$ cat config.mk
export PLATFORM = sky130hd
export DESIGN_NAME = breadboard_lut_seq
export DESIGN_NICKNAME = d
export VERILOG_FILES = /design/src/rtl/bbl_pkg.sv /design/src/rtl/bbl_table.sv /design/src/rtl/breadboard_lut_seq.sv
export SDC_FILE = /design/constraint.sdc
export NUM_CORES = 1
export LEC_CHECK = 0
export ABC_AREA = 1
export BUFFER_PORTS_ARGS = -buffer_cell sky130_fd_sc_hd__buf_2
export CORE_ASPECT_RATIO = 0.5
export CORE_UTILIZATION = 44
export CTS_BUF_LIST = sky130_fd_sc_hd__clkbuf_2 sky130_fd_sc_hd__clkbuf_4 sky130_fd_sc_hd__clkbuf_8
export DETAILED_ROUTE_END_ITERATION = 6
export SLEW_MARGIN = 20
export SYNTH_ARGS = -nofsm -noshare
export SYNTH_HDL_FRONTEND = slang
export SYNTH_SLANG_ARGS = --single-unit
$ cat constraint.sdc
create_clock -name clk -period 6.75 [get_ports clk]
set_input_delay 0.675 -clock clk [delete_from_list [all_inputs] [get_ports clk]]
set_output_delay 0.675 -clock clk [all_outputs]
set_load 0.1 [all_outputs]
$ cat src/rtl/bbl_pkg.sv
`default_nettype none
// +--------------------------------------------------------------------------+
// | bbl_pkg                                                                  |
// | Shared state encoding and sizing helpers for breadboard_lut_seq.         |
// | Revision: 1.0                                                            |
// +--------------------------------------------------------------------------+
package bbl_pkg;

    typedef enum logic [0:0] {
        IDLE  = 1'b0,
        SWEEP = 1'b1
    } bbl_state_t;

    function automatic int bbl_depth(input int n_in);
        return 1 << n_in;
    endfunction

    // One extra bit so the sweep counter reaches DEPTH without wrapping.
    function automatic int bbl_cnt_w(input int n_in);
        return n_in + 1;
    endfunction

endpackage
`default_nettype wire

$ cat src/rtl/bbl_table.sv
`default_nettype none
// +--------------------------------------------------------------------------+
// | bbl_table                                                                |
// | DEPTH x N_OUT truth-table store, cleared on reset, 1 write / 1 read port.|
// | Revision: 1.0                                                            |
// +--------------------------------------------------------------------------+
module bbl_table #(
    parameter int N_IN  = 4,
    parameter int N_OUT = 10
) (
    input  logic             clk,
    input  logic             rst,
    input  logic             i_we,
    input  logic [N_IN-1:0]  i_waddr,
    input  logic [N_OUT-1:0] i_wdata,
    input  logic [N_IN-1:0]  i_raddr,
    output logic [N_OUT-1:0] o_rdata
);
    import bbl_pkg::*;

    localparam int c_DEPTH = bbl_depth(N_IN);

    logic [N_OUT-1:0] r_mem [c_DEPTH];

    always_ff @(posedge clk or posedge rst) begin
        if (rst) begin
            for (int i = 0; i < c_DEPTH; i++) begin
                r_mem[i] <= '0;
            end
        end else if (i_we) begin
            r_mem[i_waddr] <= i_wdata;
        end
    end

    // Combinational read sees the pre-edge word, giving read-before-write.
    assign o_rdata = r_mem[i_raddr];

endmodule
`default_nettype wire

$ cat src/rtl/breadboard_lut_seq.sv
`default_nettype none
// +--------------------------------------------------------------------------+
// | breadboard_lut_seq                                                       |
// | Loadable registered truth table with valid/ready eval and full sweep.    |
// | Optional macro BBL_PARITY_EN adds the out_par result bit.                |
// | Revision: 1.0                                                            |
// +--------------------------------------------------------------------------+
module breadboard_lut_seq #(
    parameter int N_IN  = 4,
    parameter int N_OUT = 10
) (
    input  logic             clk,
    input  logic             rst,
    input  logic             cfg_we,
    input  logic [N_IN-1:0]  cfg_addr,
    input  logic [N_OUT-1:0] cfg_data,
    output logic             cfg_err,
    input  logic             in_valid,
    output logic             in_ready,
    input  logic [N_IN-1:0]  in_vec,
    output logic             out_valid,
    input  logic             out_ready,
    output logic [N_OUT-1:0] out_vec,
    output logic [N_IN-1:0]  out_idx,
    input  logic             sweep_start,
    output logic             sweep_busy,
    output logic             sweep_done
`ifdef BBL_PARITY_EN
    ,
    output logic             out_par
`endif
);
    import bbl_pkg::*;

    localparam int                 c_CNT_W   = bbl_cnt_w(N_IN);
    localparam logic [c_CNT_W-1:0] c_CNT_ONE = {{(c_CNT_W-1){1'b0}}, 1'b1};

    bbl_state_t         r_state;
    bbl_state_t         w_state_nxt;
    logic [c_CNT_W-1:0] r_cnt;
    logic [c_CNT_W-1:0] w_cnt_nxt;
    logic               r_out_valid;
    logic [N_OUT-1:0]   r_out_vec;
    logic [N_IN-1:0]    r_out_idx;
    logic               r_cfg_err;
    logic               r_sweep_done;

    logic               w_load_ok;
    logic               w_load;
    logic               w_wr_ok;
    logic               w_in_ready;
    logic               w_done_nxt;
    logic [N_IN-1:0]    w_rd_addr;
    logic [N_OUT-1:0]   w_rd_data;

    assign w_load_ok = ~r_out_valid | out_ready;
    assign w_wr_ok   = cfg_we & (r_state == IDLE) & ~r_out_valid;

    bbl_table #(
        .N_IN  (N_IN),
        .N_OUT (N_OUT)
    ) u_table (
        .clk     (clk),
        .rst     (rst),
        .i_we    (w_wr_ok),
        .i_waddr (cfg_addr),
        .i_wdata (cfg_data),
        .i_raddr (w_rd_addr),
        .o_rdata (w_rd_data)
    );

    always_ff @(posedge clk or posedge rst) begin
        if (rst) begin
            r_state <= IDLE;
            r_cnt   <= '0;
        end else begin
            r_state <= w_state_nxt;
            r_cnt   <= w_cnt_nxt;
        end
    end

    always_comb begin
        w_state_nxt = r_state;
        w_cnt_nxt   = r_cnt;
        w_in_ready  = 1'b0;
        w_load      = 1'b0;
        w_rd_addr   = in_vec;
        w_done_nxt  = 1'b0;
        case (r_state)
            IDLE: begin
                w_in_ready = w_load_ok;
                w_load     = in_valid & w_load_ok;
                if (sweep_start & ~r_out_valid & ~in_valid) begin
                    w_state_nxt = SWEEP;
                    w_cnt_nxt   = '0;
                end
            end
            SWEEP: begin
                w_rd_addr = r_cnt[N_IN-1:0];
                if (w_load_ok & ~r_cnt[N_IN]) begin
                    w_load    = 1'b1;
                    w_cnt_nxt = r_cnt + c_CNT_ONE;
                end
                // Counter at DEPTH means the slot can only hold the final index.
                if (r_cnt[N_IN] & r_out_valid & out_ready) begin
                    w_state_nxt = IDLE;
                    w_done_nxt  = 1'b1;
                end
            end
            default: w_state_nxt = IDLE;
        endcase
    end

    always_ff @(posedge clk or posedge rst) begin
        if (rst) begin
            r_out_valid  <= 1'b0;
            r_out_vec    <= '0;
            r_out_idx    <= '0;
            r_cfg_err    <= 1'b0;
            r_sweep_done <= 1'b0;
        end else begin
            r_cfg_err    <= cfg_we & ~w_wr_ok;
            r_sweep_done <= w_done_nxt;
            if (w_load) begin
                r_out_valid <= 1'b1;
                r_out_vec   <= w_rd_data;
                r_out_idx   <= w_rd_addr;
            end else if (out_ready) begin
                r_out_valid <= 1'b0;
            end
        end
    end

`ifdef BBL_PARITY_EN
    logic r_out_par;

    always_ff @(posedge clk or posedge rst) begin
        if (rst) begin
            r_out_par <= 1'b0;
        end else if (w_load) begin
            r_out_par <= ^w_rd_data;
        end
    end

    assign out_par = r_out_par;
`endif

    assign in_ready   = w_in_ready;
    assign out_valid  = r_out_valid;
    assign out_vec    = r_out_vec;
    assign out_idx    = r_out_idx;
    assign cfg_err    = r_cfg_err;
    assign sweep_busy = (r_state == SWEEP);
    assign sweep_done = r_sweep_done;

endmodule
`default_nettype wire

==> key figures <==
Logic synthesis
  • Sequential share of the synthesized area: 51.3%
  • Mapped Cells: 1184
  • Post-synth EDFFs: 0
  • Synth async-reset ratio: 100%
  • Post-synth top area share: 51.3%
  • Yosys top cell by area: dfrtp_1
  • Syn. warnings: 0
  • Post-Syn Area: 8930 um^2
  • Number of synthesized register bits: 183
  • Most common cell in the netlist: nand2_1
  • Post-synth cell types: 23
  • Most frequent cells after synthesis: 346 x nand2_1, 183 x dfrtp_1, 180 x nand3_1
  • Leading post-synthesis cells by cell area: dfrtp_1 51%, nand2_1 15%, nand3_1 10%
  • Post-synth net total: about 1200
  • Most used DFF post-synth: dfrtp_1
  • Syn_area_per_cell: between 7 and 8 um^2

STA
  • Period utilisation layout: 48.2%
  • Fmax: between 0.3 and 0.4 GHz
  • Fin. Hold Viols: 0
  • Fin crit period: roughly 3.3 ns
  • Setup TNS: 0 ns
  • Slew @ Worst Pin: 1.07 ns
  • Slew Limit Fails: 0
  • Setup Skew: 0.0155 ns
  • Final-report setup violation count: 0
  • Slew headroom: 28.2%
  • Hold WS: 0.337 ns
  • Setup repair after global routing missed its margin: no

Placed design
  • Routability cong.: 0.860
  • Inst Count DP: approximately 1400
  • Post-DP HPWL: 15900 um
  • Post-DP Area: 9230 um^2
  • Port buffer count: between 40 and 50

Clocking
  • TritonCTS clock tree: yes
  • Hold buffers post-CTS: 0
  • Post-cts repair resize count: 0
  • Sink Count: about 180
  • # Post-CTS Setup Buffers: 0
  • Clk_lat worst skew: around 0.50 ns
  • Clk pin slew, worst setup/hold paths: 0.09 ns
  • CTS Root Cell: clkbuf_8
  • TritonCTS buffer count: 17
  • Max clock buf depth: 2
  • CTS HTree Levels: 4

Routing
  • Routed wire length per instance: 17.4 um
  • Post-route ant nets: 0
  • Via/cell ratio: about 5.2
  • Final WL: 25300 um
  • Vias: 7606
  • DRC violations left: 0
  • Drt initial violations: 750
  • DRT Pass-1 Iters: 6

GRT
  • Vias in the first global route: 7105
  • Initial antenna violation count: 1
  • Grt total ovfl: 0
  • First-pass GRT wire length: 40400 um
  • Total Routing Usage GR: 25.8%
  • Largest net degree at the start of global routing: 115

Cells and area
  • Area delta synth->final: 8.22%
  • Non-filler cells, final: 1453
  • Util after Layout: between 40 and 50%
  • Fraction of layout cells with a size suffix above 1: 8.00%
  • Design area: slightly below 10000 um^2
  • N_diodes: 0
  • Nets@finish: 1199

Critical path
  • Crit path DAT: 3.69 ns
  • CP required: 7.18 ns
  • CP Launch Type: flip-flop
  • WS Path Type: reg2reg
  • Critical path peak fanout: 55
  • CP endpoint kind: flip-flop

Floorplanning
  • Die Wd: 204 um
  • Die height: 103 um
  • FP Rows: 36
  • # IOs: 43
  • Initial core utilization: a little under half
  • Die area: 20900 um^2
  • Core area: 19700 um^2

Power and ir drop
  • Static Leak: between 4 and 5 nW
  • Power Density: 488 nW/um^2
  • Worst vdd ir: 0.256 mV

Flow run
  • Max-cap viol count: 0

Run status
  • Run status: finished clean

Hold path
  • Hold WC Path Type: in2async
-- cells in the final DEF, fill, tap and decap left out, drive strengths merged --
| cell type | synthesis | routed |
|---|---|---|
| or2 | 1 | 1 |
| buf | 27 | 50 |
| nor3 | 2 | 2 |
| nand3 | 180 | 180 |
| dfrtp | 183 | 183 |
| inv | 164 | 164 |
| bufinv | 0 | 4 |
| clkinvlp | 0 | 2 |
| ha | 1 | 1 |
| clkinv | 0 | 2 |
| nor4 | 1 | 1 |
| a21oi | 4 | 4 |
| clkbuf | 52 | 24 |
| nand4 | 1 | 1 |
| nand2 | 351 | 351 |
| nand3b | 18 | 18 |
| o21ai | 171 | 171 |
| nor2 | 26 | 26 |
| o21a | 2 | 2 |
-- cells by family after synthesis --
| family | Yosys count | synth area share (%) |
|---|---|---|
| buf+inv | 243 | 10.6 |
| fa+ha+maj | 1 | 0.140 |
| simple gates | 580 | 28.0 |
| flops | 183 | 51.3 |
| compound gates | 177 | 10.1 |
-- per-layer routing --
metal	up-vias	global-route usage (%)	part of all wire, %	wire length [um]
li1	3695	-	-	-
met1	3663	37.4	50	12700
met2	212	38.2	42	10700
met3	36	4.96	5.5	1400
met4	0	9.83	1.9	474
met5	-	0	0	0
-- worst max-delay path: stages, from the launching register on --
cell	delay, ns
dfrtp_1	0.69
inv_2	0.16
nand2_2	0.08
buf_4	0.53
nand2_2	0.44
buf_4	0.45
nand2_1	0.14
nand3_1	0.13
nand3_1	0.13
nand3_1	0.15
nand2_1	0.13
nand2_1	0.06
nand2_1	0.07
-- area by class of cell --
class / instances / area [um^2]
clock inverters: 8 / 145
inverters: 164 / 623
multi-input cells: 758 / 3420
repair buffers: 50 / 270
fillers: 1975 / 10000
flip-flops and latches: 183 / 4580
clock buffers: 24 / 299
well taps: 266 / 333
-- worst paths after layout --
| kind | from | endpoint | slack [ns] | cells after the start |
|---|---|---|---|---|
| worst max register to register | sweep_busy | out_vec[2] | 3.50 | 12 |
| worst max-delay path | sweep_busy | out_vec[2] | 3.50 | 12 |
| min in group clk | cfg_we | cfg_err | 0.46 | 3 |
| worst min register to register | out_vec[2] | out_vec[2] | 0.48 | 2 |
| worst min-delay path | rst | u_table.r_mem[15] | 0.34 | 2 |
| max in group asynchronous | rst | cfg_err | 4.94 | 3 |
-- power breakdown --
| part | switching, mW | total [mW] | internal, mW |
|---|---|---|---|
| Clock | 0.410 | 0.853 | 0.443 |
| Sequential | 0.207 | 1.64 | 1.43 |
| Combinational | 1.61 | 2.23 | 0.623 |
| Total | 2.22 | 4.72 | 2.50 |
-- stage by stage --
stage,setup slack (ns),power [mW]
finish,3.50,4.72
global route,3.28,5.07
CTS,3.59,4.72
detailed placement,3.62,3.86
global placement,3.65,3.84
floorplan,1.10,3.31
-- registers in the layout, summed over array words and instances (netlist names) --
register,count
u_table.r_mem,160
out_vec,10
r_cnt,5
out_idx,4
cfg_err,1
out_valid,1
sweep_busy,1
sweep_done,1
Note: power is estimated with default switching activity, not from simulation.
